**config.mk**
```make
export PLATFORM = sky130hd
export DESIGN_NAME = frog_hop_ctrl
export DESIGN_NICKNAME = d
export VERILOG_FILES = /design/src/rtl/game_pkg.sv /design/src/rtl/key_edge_decode.sv /design/src/rtl/frog_hop_ctrl.sv
export SDC_FILE = /design/constraint.sdc
export NUM_CORES = 1
export LEC_CHECK = 0
export BUFFER_PORTS_ARGS = -buffer_cell sky130_fd_sc_hd__buf_2
export CORE_ASPECT_RATIO = 1.75
export CORE_MARGIN = 4
export CORE_UTILIZATION = 45
export DETAILED_ROUTE_END_ITERATION = 7
export PLACE_DENSITY = 0.68
export SLEW_MARGIN = 0
export SYNTH_ARGS = -nofsm -noshare
export SYNTH_HDL_FRONTEND = slang
export SYNTH_SLANG_ARGS = --single-unit
```
**constraint.sdc**
```tcl
create_clock -name frame_clk -period 4.09 [get_ports frame_clk]
set_input_delay 0.2045 -clock frame_clk [delete_from_list [all_inputs] [get_ports frame_clk]]
set_output_delay 0.2045 -clock frame_clk [all_outputs]
set_load 0.05 [all_outputs]
```
**src/rtl/game_pkg.sv**
```systemverilog
// Shared game definitions: keycodes, facing and frog states, screen bounds,
// and a saturating score adder.
package game_pkg;

   localparam logic [15:0] KEY_W = 16'h001A;
   localparam logic [15:0] KEY_A = 16'h0004;
   localparam logic [15:0] KEY_S = 16'h0016;
   localparam logic [15:0] KEY_D = 16'h0007;

   // Indexed by facing value, so slot n is the key that turns the frog to dir n
   localparam logic [3:0][15:0] KEY_CODES = {KEY_D, KEY_S, KEY_A, KEY_W};

   typedef enum logic [1:0] {
      UP    = 2'd0,
      LEFT  = 2'd1,
      DOWN  = 2'd2,
      RIGHT = 2'd3
   } dir_t;

   typedef enum logic [1:0] {
      IDLE = 2'd0,
      HOP  = 2'd1,
      DEAD = 2'd2,
      OVER = 2'd3
   } frog_state_t;

   localparam int SCREEN_X_MIN  = 16;
   localparam int SCREEN_X_MAX  = 624;
   localparam int SCREEN_Y_GOAL = 32;
   localparam int SCREEN_Y_MAX  = 448;
   localparam int TILE_PX       = 32;

   function automatic logic [7:0] sat_add8(input logic [7:0] a, input logic [7:0] b);
      logic [8:0] sum;
      sum = {1'b0, a} + {1'b0, b};
      return sum[8] ? 8'hFF : sum[7:0];
   endfunction

endpackage

```
**src/rtl/key_edge_decode.sv**
```systemverilog
// Turns the raw keycode into a one-shot press strobe plus the facing it selects.
// A held key fires once; a different code or release-and-repress fires again.
module key_edge_decode
   import game_pkg::*;
(
   input  logic        frame_clk,
   input  logic        Reset,
   input  logic [15:0] keycode,
   output logic        new_press,
   output dir_t        key_dir
);

   logic [15:0] prev_key_reg;
   logic [3:0]  hit;

   genvar gi;
   generate
      for (gi = 0; gi < 4; gi++) begin : g_hit
         assign hit[gi] = (keycode == KEY_CODES[gi]);
      end
   endgenerate

   always_ff @(posedge frame_clk or posedge Reset) begin
      if (Reset) prev_key_reg <= '0;
      else       prev_key_reg <= keycode;
   end

   assign new_press = (|hit) && (keycode != prev_key_reg);

   always_comb begin
      key_dir = UP;
      if (hit[1]) key_dir = LEFT;
      if (hit[2]) key_dir = DOWN;
      if (hit[3]) key_dir = RIGHT;
   end

endmodule

```
**src/rtl/frog_hop_ctrl.sv**
```systemverilog
// Frog motion controller: one tile hop per keypress, animated over HOP_FRAMES,
// plus death animation, respawn, lives, score and game-over sequencing.
module frog_hop_ctrl
   import game_pkg::*;
#(
   parameter int X_START      = 320,
   parameter int Y_START      = SCREEN_Y_MAX,
   parameter int X_MIN        = SCREEN_X_MIN,
   parameter int X_MAX        = SCREEN_X_MAX,
   parameter int Y_GOAL       = SCREEN_Y_GOAL,
   parameter int Y_MAX        = SCREEN_Y_MAX,
   parameter int TILE         = TILE_PX,
   parameter int HOP_FRAMES   = 8,
   parameter int DEATH_FRAMES = 60,
   parameter int LIVES_INIT   = 3,
   parameter int FROG_SIZE    = 12
) (
   input  logic        frame_clk,
   input  logic        Reset,
   input  logic [15:0] keycode,
   input  logic        collision,
   output logic [9:0]  FrogX,
   output logic [9:0]  FrogY,
   output logic [9:0]  FrogS,
   output logic [1:0]  dir,
   output logic        hopping,
   output logic        dead,
   output logic [1:0]  lives,
   output logic [7:0]  score,
   output logic        game_over
);

   generate
      if ((TILE % HOP_FRAMES) != 0) begin : g_bad_hop_frames
         $error("TILE must be an integer multiple of HOP_FRAMES");
      end
   endgenerate

   localparam int HCW = $clog2(HOP_FRAMES + 1);
   localparam int DCW = $clog2(DEATH_FRAMES + 1);

   localparam logic [9:0]     STEP_PX    = 10'(TILE / HOP_FRAMES);
   localparam logic [9:0]     TILE10     = 10'(TILE);
   localparam logic [9:0]     X_START10  = 10'(X_START);
   localparam logic [9:0]     Y_START10  = 10'(Y_START);
   localparam logic [9:0]     X_MAX10    = 10'(X_MAX);
   localparam logic [9:0]     Y_MAX10    = 10'(Y_MAX);
   localparam logic [9:0]     Y_GOAL10   = 10'(Y_GOAL);
   localparam logic [9:0]     UP_MIN     = 10'(Y_GOAL + TILE);
   localparam logic [9:0]     LEFT_MIN   = 10'(X_MIN + TILE);
   localparam logic [HCW-1:0] HOP_LAST   = HCW'(HOP_FRAMES - 1);
   localparam logic [DCW-1:0] DEATH_LAST = DCW'(DEATH_FRAMES - 1);
   localparam logic [1:0]     LIVES_RST  = 2'(LIVES_INIT);

   frog_state_t    state_reg, state_next;
   dir_t           dir_reg, dir_next;
   logic [9:0]     x_reg, x_next, y_reg, y_next, best_y_reg, best_y_next;
   logic [1:0]     lives_reg, lives_next;
   logic [7:0]     score_reg, score_next;
   logic [HCW-1:0] hop_cnt_reg, hop_cnt_next;
   logic [DCW-1:0] death_cnt_reg, death_cnt_next;

   logic       new_press;
   dir_t       key_dir;
   logic       dest_legal;
   logic [9:0] x_step, y_step;

   key_edge_decode u_key_edge_decode (
      .frame_clk (frame_clk),
      .Reset     (Reset),
      .keycode   (keycode),
      .new_press (new_press),
      .key_dir   (key_dir)
   );

   // Bounds are compared in forms that never subtract below zero
   always_comb begin
      case (key_dir)
         UP:      dest_legal = (y_reg >= UP_MIN);
         DOWN:    dest_legal = ((y_reg + TILE10) <= Y_MAX10);
         LEFT:    dest_legal = (x_reg >= LEFT_MIN);
         RIGHT:   dest_legal = ((x_reg + TILE10) <= X_MAX10);
         default: dest_legal = 1'b0;
      endcase
   end

   always_comb begin
      x_step = x_reg;
      y_step = y_reg;
      case (dir_reg)
         UP:      y_step = y_reg - STEP_PX;
         DOWN:    y_step = y_reg + STEP_PX;
         LEFT:    x_step = x_reg - STEP_PX;
         RIGHT:   x_step = x_reg + STEP_PX;
         default: ;
      endcase
   end

   always_comb begin
      state_next     = state_reg;
      dir_next       = dir_reg;
      x_next         = x_reg;
      y_next         = y_reg;
      best_y_next    = best_y_reg;
      lives_next     = lives_reg;
      score_next     = score_reg;
      hop_cnt_next   = hop_cnt_reg;
      death_cnt_next = death_cnt_reg;

      case (state_reg)
         IDLE, HOP: begin
            if (collision) begin
               state_next     = DEAD;
               death_cnt_next = '0;
               lives_next     = (lives_reg == 2'd0) ? 2'd0 : lives_reg - 2'd1;
            end else if (state_reg == IDLE) begin
               if (new_press) begin
                  dir_next = key_dir;
                  if (dest_legal) begin
                     state_next   = HOP;
                     hop_cnt_next = '0;
                  end
               end
            end else begin
               x_next       = x_step;
               y_next       = y_step;
               hop_cnt_next = hop_cnt_reg + 1'b1;
               if (hop_cnt_reg == HOP_LAST) begin
                  state_next = IDLE;
                  // Reaching the goal banks the bonus and sends the frog home at once
                  if (y_step == Y_GOAL10) begin
                     score_next  = sat_add8(score_reg, 8'd10);
                     x_next      = X_START10;
                     y_next      = Y_START10;
                     best_y_next = Y_START10;
                  end else if (y_step < best_y_reg) begin
                     score_next  = sat_add8(score_reg, 8'd1);
                     best_y_next = y_step;
                  end
               end
            end
         end
         DEAD: begin
            if (death_cnt_reg == DEATH_LAST) begin
               if (lives_reg == 2'd0) begin
                  state_next = OVER;
               end else begin
                  state_next  = IDLE;
                  x_next      = X_START10;
                  y_next      = Y_START10;
                  dir_next    = UP;
                  best_y_next = Y_START10;
               end
            end else begin
               death_cnt_next = death_cnt_reg + 1'b1;
            end
         end
         OVER:    ;
         default: state_next = IDLE;
      endcase
   end

   always_ff @(posedge frame_clk or posedge Reset) begin
      if (Reset) begin
         state_reg     <= IDLE;
         dir_reg       <= UP;
         x_reg         <= X_START10;
         y_reg         <= Y_START10;
         best_y_reg    <= Y_START10;
         lives_reg     <= LIVES_RST;
         score_reg     <= '0;
         hop_cnt_reg   <= '0;
         death_cnt_reg <= '0;
      end else begin
         state_reg     <= state_next;
         dir_reg       <= dir_next;
         x_reg         <= x_next;
         y_reg         <= y_next;
         best_y_reg    <= best_y_next;
         lives_reg     <= lives_next;
         score_reg     <= score_next;
         hop_cnt_reg   <= hop_cnt_next;
         death_cnt_reg <= death_cnt_next;
      end
   end

   assign FrogX     = x_reg;
   assign FrogY     = y_reg;
   assign FrogS     = 10'(FROG_SIZE);
   assign dir       = dir_reg;
   assign hopping   = (state_reg == HOP);
   assign dead      = (state_reg == DEAD);
   assign lives     = lives_reg;
   assign score     = score_reg;
   assign game_over = (state_reg == OVER);

endmodule
```
==> results of run 1 <==
worst max path at each step:
stage	to	depth (start not counted)	slack [ns]
detailed placement	score[3]$_DFFE_PP0P_	17	0.13
CTS	score[3]$_DFFE_PP0P_	17	0.1
finish	score[7]$_DFFE_PP0P_	16	0.17
global placement	score[3]$_DFFE_PP0P_	15	0.25
floorplan	score[7]$_DFFE_PP0P_	16	0.14
global route	score[7]$_DFFE_PP0P_	16	0.01
critical path: stages (launching register included):
cell and delay [ns]:
dfrtp_1 0.37, and2b_2 0.24, inv_2 0.11, ha_1 0.36
and3_1 0.20, o21ai_1 0.07, a311o_1 0.34, and3b_1 0.21
or2_2 0.31, inv_1 0.06, ha_1 0.24, nand2_1 0.08
a21oi_1 0.05, a221oi_2 0.40, a31oi_1 0.16, or4_1 0.48
a21oi_1 0.15
placed cells by master (no fill, tap or decap), drive strengths merged, types with 4 or more instances in the layout:
master	count
o211ai	4
a211oi	4
inv	39
or2	4
nor4	10
nor3	5
nor2	25
conb	12
nand3	26
o31ai	5
nand4	7
o21ai	33
clkbuf	13
a31oi	5
and3	6
nor3b	4
ha	30
mux2	4
or4	4
a21oi	31
xnor2	7
dfstp	10
and2	6
xor2	21
dfrtp	58
o22a	6
nand2	39
nand2b	7
a21o	7
nor2b	6
a22oi	7
buf	62
a21boi	4
layer usage:
layer / part of all wire / routed length (um) / vias to the layer above
li1: - / - / 1925
met1: 0.39 / 4490 / 1945
met4: 0.034 / 401 / 0
met5: 0 / 0 / -
met2: 0.55 / 6350 / 101
met3: 0.035 / 411 / 32
cell type report:
cell class	instances	area, sq um
fill	914	4620
multi-input combinational	380	2650
sequential	68	1720
timing repair buffer	62	342
clock buffer	13	240
tap	125	156
inverter	40	150
clock inverter	3	40.0
per-stage QoR:
stage	worst slack [ns]	area [sq um]	cells
after global routing	0.0125	5290	691
after detailed placement	0.128	4930	670
after CTS	0.0979	5210	686
after global placement	0.253	4930	670
after floorplan	0.142	4620	511
final	0.165	5290	691
cell families (layout without fill, tap and decap cells):
logic type	Yosys count	after routing	synth area share
flip-flops	68	68	0.375
XOR/XNOR	28	28	0.0536
AO/OA/AOI/OAI	139	139	0.208
AND/OR/NAND/NOR	162	162	0.189
other	2	12	0.00164
buffers and inverters	63	118	0.0654
multiplexers	7	7	0.0164
adder cells (fa/ha/maj)	32	32	0.0908
power by group through the flow:
stage / Sequential, mW / Clock (mW) / Combinational [mW]
4_1_cts: 0.794 / 0.761 / 0.515
6_report: 0.795 / 0.750 / 0.513
3_3_place_gp: 0.802 / 0 / 0.498
5_1_grt: 0.805 / 0.796 / 0.564
2_1_floorplan: 0.826 / 0 / 0.356
3_5_place_dp: 0.805 / 0 / 0.511
what timing repair did:
action	CTS	global route
setup buffers	0	5
setup endpoints to repair	0	12
gates resized for setup	0	9
hold buffers	0	0
endpoints found under the hold margin	0	0
==> flow_metrics.env, run 1 <==
export IMPL_status="finished with violations"
export IMPL_violations="hold timing"
export IMPL_core_area_sq_um=9910
export IMPL_synth_most_common_cell="dfrtp_1"
export IMPL_cts_tree="built"
export IMPL_wl_um=11700
export IMPL_cts_buffer_depth=2
export IMPL_relSlewSlack=0.282
export IMPL_max_freq_mhz=255
export IMPL_viasPerCell=5.79
export IMPL_setup_viol=0
export IMPL_largest_reg_flops=16
export IMPL_drt_iter0_markers=194
export IMPL_clock_power_share=0.365
export IMPL_firstDrtPassIters=4
export IMPL_die_height_um=141
export IMPL_yosysSeqAreaShare=0.375
export IMPL_top_usage_layer="met2"
export IMPL_fin_crit_ns=3.92
export IMPL_wl_per_cell_um=16.9
export IMPL_ys_top_cells_by_area="dfrtp_1 32%, ha_1 8.2%, dfstp_2 5.7%, xor2_1 4.0%, nand2_1 3.2%"
export IMPL_arrival_ns=4.19
export IMPL_dr_total_vias=4003
export IMPL_cp_startpoint="dir[0]$_DFFE_PP0P_"
export IMPL_fp_row_count=48
export IMPL_worstSkewPairLatency_ns=0.34
export IMPL_path_clk_slew_ns=0.06
export IMPL_grt_pass1_wl_um=19300
export IMPL_root_buffer="clkbuf_16"
export IMPL_tns_ns=0
export IMPL_rrSetupSlack_ns=0.17
export IMPL_place_congestion=0.943
export IMPL_skew_ns=0.00637
export IMPL_grt_pass1_vias=4015
export IMPL_hold_violations=7
export IMPL_start_kind="flop"
export IMPL_cp_max_fo=9
export IMPL_yosysTopAreaCellShare=0.317
export IMPL_ys_seq_elements=68
export IMPL_p_switching_mw=0.682
export IMPL_vdd_ir_drop_max_mv=0.223
export IMPL_grt_max_degree=37
export IMPL_use_met3=0.0267
export IMPL_hold_ws_ns=-0.00285
export IMPL_nNetsFinal=612
export IMPL_cts_buffers=9
export IMPL_rr_worst_depth=16
export IMPL_switching_share=0.332
export IMPL_p_comb_frac=0.249
export IMPL_post_route_util=0.534
export IMPL_p_per_area_nw_per_um2=389
export IMPL_r2r_start="dir[0]$_DFFE_PP0P_"
export IMPL_rsz0062_at_grt="no"
export IMPL_ios=64
export IMPL_power_mw=2.06
export IMPL_clock_sinks=68
export IMPL_synth_top_cell_by_area="dfrtp_1"
export IMPL_cp_end_kind="flop"
export IMPL_synth_commonest_cells="58 x dfrtp_1, 39 x nand2_1, 38 x inv_1"
export IMPL_max_cap_violations=0
export IMPL_synth_flop_cell="dfrtp_1"
export IMPL_antenna_found_initial=0
export IMPL_synth_area_sq_um=4570
export IMPL_met2_usage=0.377
export IMPL_critPathKind="reg2reg"
export IMPL_start_util=0.462
export IMPL_yosys_warnings=0
export IMPL_drc=0
export IMPL_grt_usage=0.202
export IMPL_die_w_um=84.2
export IMPL_hold_path_class="in2async"
export IMPL_ys_async_sr_fraction=1.00
export IMPL_pwr_share_seq=0.386
export IMPL_met1_usage=0.216
export IMPL_worstMarginPinSlew_ns=1.07
export IMPL_postRouteAntennaNets=0
export IMPL_grt_overflow_total=0
export IMPL_period_share=0.960
export IMPL_area_growth_pct=15.6
export IMPL_synth_edf_count=0
export IMPL_yosys_cell_types_count=77
export IMPL_dieArea_sq_um=11900
export IMPL_required_ns=4.35
export IMPL_htreeDepth=3
export IMPL_leakage_nw=2.37
export IMPL_drive_gt1_frac=0.194
export IMPL_dpl_hpwl_um=8910
export IMPL_insertedDiodeCount=0
export IMPL_power_internal_mw=1.38
export IMPL_slew_violations=0
export IMPL_avgSynthCellArea_sq_um=9.13
export IMPL_io_buffer_count=51
export IMPL_synth_cells=501
export IMPL_r2r_end="score[7]$_DFFE_PP0P_"
Note: power is estimated with default switching activity, not from simulation.
==> run 2: changes to the inputs <==
--- a/config.mk
+++ b/config.mk
@@ -5,12 +5,13 @@
 export SDC_FILE = /design/constraint.sdc
 export NUM_CORES = 1
 export LEC_CHECK = 0
+export ABC_AREA = 1
 export BUFFER_PORTS_ARGS = -buffer_cell sky130_fd_sc_hd__buf_2
 export CORE_ASPECT_RATIO = 1.75
 export CORE_MARGIN = 4
 export CORE_UTILIZATION = 45
 export DETAILED_ROUTE_END_ITERATION = 7
-export PLACE_DENSITY = 0.68
+export PLACE_DENSITY = 0.67
 export SLEW_MARGIN = 0
 export SYNTH_ARGS = -nofsm -noshare
 export SYNTH_HDL_FRONTEND = slang
==> flow_metrics.env, run 2 <==
export IMPL_fp_row_count=49
export IMPL_max_cap_violations=0
export IMPL_hold_violations=0
export IMPL_arrival_ns=3.57
export IMPL_firstDrtPassIters=4
export IMPL_slew_violations=0
export IMPL_ios=64
export IMPL_fin_crit_ns=3.36
export IMPL_postLayoutCellArea_sq_um=5400
export IMPL_fillers=1073
export IMPL_dr_total_vias=4426
export IMPL_cp_max_fo=11
export IMPL_relSlewSlack=0.473
export IMPL_r2r_end="best_y_reg[5]$_DFFE_PP0P_"
export IMPL_cts_buffers=9
export IMPL_area_growth_pct=11.7
export IMPL_synth_edf_count=0
export IMPL_setup_viol=0
export IMPL_start_kind="flop"
export IMPL_grt_max_degree=39
export IMPL_clock_sinks=68
export IMPL_yosys_cell_types_count=45
export IMPL_synth_cells=661
export IMPL_tns_ns=0
export IMPL_postRouteAntennaNets=0
export IMPL_synth_commonest_cells="171 x nand2_1, 87 x inv_1, 67 x nor2_1"
export IMPL_die_w_um=86.4
export IMPL_hold_ws_ns=0.0185
export IMPL_yosysTopAreaCellShare=0.300
export IMPL_ys_seq_elements=68
export IMPL_final_common_cell="nand2_1"
export IMPL_r2r_start="dir[1]$_DFFE_PP0P_"
export IMPL_ys_top_cells_by_area="dfrtp_1 30%, nand2_1 13%, ha_1 7.8%, inv_1 6.8%, nand3_1 5.9%"
export IMPL_viasPerCell=5.25
export IMPL_worstSkewPairLatency_ns=0.33
export IMPL_worstMarginPinSlew_ns=0.790
export IMPL_hold_path_class="in2async"
export IMPL_cts_hold_buf=0
export IMPL_drive_gt1_frac=0.144
export IMPL_dpl_worst_slack_ns=0.770
export IMPL_place_congestion=0.921
export IMPL_period_share=0.822
export IMPL_multi_input_area_sq_um=2640
export IMPL_critPathKind="reg2reg"
export IMPL_htreeDepth=3
export IMPL_yosysSeqAreaShare=0.354
export IMPL_wl_per_cell_um=13.7
export IMPL_ys_async_sr_fraction=1.00
export IMPL_skew_ns=0.00448
export IMPL_drc=0
export IMPL_synth_most_common_cell="nand2_1"
export IMPL_grt_usage=0.192
export IMPL_leakage_nw=2.78
export IMPL_largest_reg_flops=16
export IMPL_avgSynthCellArea_sq_um=7.32
export IMPL_synth_flop_cell="dfrtp_1"
export IMPL_grt_pass1_vias=4460
export IMPL_die_height_um=145
export IMPL_required_ns=4.30
export IMPL_setup_ws_ns=0.730
export IMPL_yosys_warnings=0
export IMPL_regArea_sq_um=1710
export IMPL_synth_area_sq_um=4840
export IMPL_grt_overflow_total=0
export IMPL_core_area_sq_um=10400
export IMPL_cp_startpoint="dir[1]$_DFFE_PP0P_"
export IMPL_nNetsFinal=764
export IMPL_path_clk_slew_ns=0.05
export IMPL_cp_end_kind="flop"
export IMPL_grt_pass1_wl_um=19700
export IMPL_max_freq_mhz=298
export IMPL_rr_worst_depth=21
export IMPL_rsz0062_at_grt="no"
export IMPL_start_util=0.464
export IMPL_placed_cell_area_sq_um=5140
export IMPL_cts_buffer_depth=2
export IMPL_drt_iter0_markers=211
export IMPL_cts_resized_gates=0
export IMPL_root_buffer="clkbuf_16"
export IMPL_post_cts_setup_buffers=0
export IMPL_power_mw=3.03
export IMPL_wl_um=11600
export IMPL_synth_top_cell_by_area="dfrtp_1"
export IMPL_antenna_found_initial=0
export IMPL_io_buffer_count=51
export IMPL_mostFrequentLayoutCells="171 x nand2_1, 86 x inv_1, 67 x nor2_1"
export IMPL_status="finished clean"
export IMPL_cts_tree="built"
export IMPL_dpl_hpwl_um=9100
export IMPL_p_per_area_nw_per_um2=561
export IMPL_insertedDiodeCount=0
export IMPL_vdd_ir_drop_max_mv=0.403
export IMPL_dieArea_sq_um=12500
export IMPL_rrSetupSlack_ns=0.73
-- run 2: changes by cell type after synthesis, moves of 12 or more --
cell	previous run	this run
nand2_1	39	171
xnor2_1	7	20
nor2_1	25	67
a21oi_1	29	17
inv_1	38	87
nand3_1	25	57
-- run 2: power breakdown --
| part | internal, mW | switching [mW] | leakage, nW | total [mW] |
|---|---|---|---|---|
| clock | 0.419 | 0.266 | 0.125 | 0.685 |
| combinational | 0.451 | 0.968 | 1.80 | 1.42 |
| sequential | 0.817 | 0.110 | 0.852 | 0.927 |
-- run 2: worst max-delay path by stage --
stage / end / slack [ns] / cells past startpoint
5_1_grt: score[4]$_DFFE_PP0P_ / 0.30 / 23
6_report: best_y_reg[5]$_DFFE_PP0P_ / 0.73 / 21
4_1_cts: score[5]$_DFFE_PP0P_ / 0.76 / 21
3_3_place_gp: score[7]$_DFFE_PP0P_ / 0.92 / 22
3_5_place_dp: score[5]$_DFFE_PP0P_ / 0.77 / 21
2_1_floorplan: score[1]$_DFFE_PP0P_ / 0.87 / 22
-- run 2: worst max-delay path: stages, from the launching register on --
cell	delay (ns)
dfrtp_1	0.39
inv_1	0.05
nor2_1	0.20
inv_1	0.22
ha_1	0.44
nand2_1	0.07
nand2_1	0.09
inv_1	0.06
nand3_1	0.07
nand3_1	0.09
o21ai_1	0.23
inv_1	0.08
ha_1	0.28
nand2_1	0.06
nor2_1	0.12
o211ai_1	0.11
o2111ai_1	0.14
nand2_4	0.12
nand2_4	0.15
nand2_4	0.11
nand2_1	0.08
nand2_1	0.05
-- run 2: cell families after synthesis --
group	after synthesis	synth area share
adders and majority gates	32	0.0859
xor gates and xnor gates	32	0.0580
DFF	68	0.354
AOI/OAI and AO/OA	70	0.0838
other	2	0.00155
buffers and inverters	117	0.107
and+or+nand+nor	340	0.309
-- run 2: cell type report --
class | instances | share of cell area
multi-input cells | 486 | 0.489
flip-flops and latches | 68 | 0.317
inverters | 94 | 0.0655
repair buffers | 54 | 0.0514
clock buffers | 12 | 0.0456
well taps | 127 | 0.0294
clock inverters | 2 | 0.00232
-- run 2: stage by stage --
stage | instances | utilization
after detailed placement | 829 | 0.494
final | 843 | 0.518
after global placement | 829 | 0.494
after floorplan | 671 | -
after CTS | 843 | 0.518
after global routing | 843 | 0.518
-- run 2: per-layer routing --
metal,GRT usage,part of all wire,vias to the layer above
met5,0,0,-
met4,0.101,0.038,0
met3,0.0301,0.032,29
met2,0.356,0.53,86
met1,0.200,0.40,2103
li1,-,-,2208
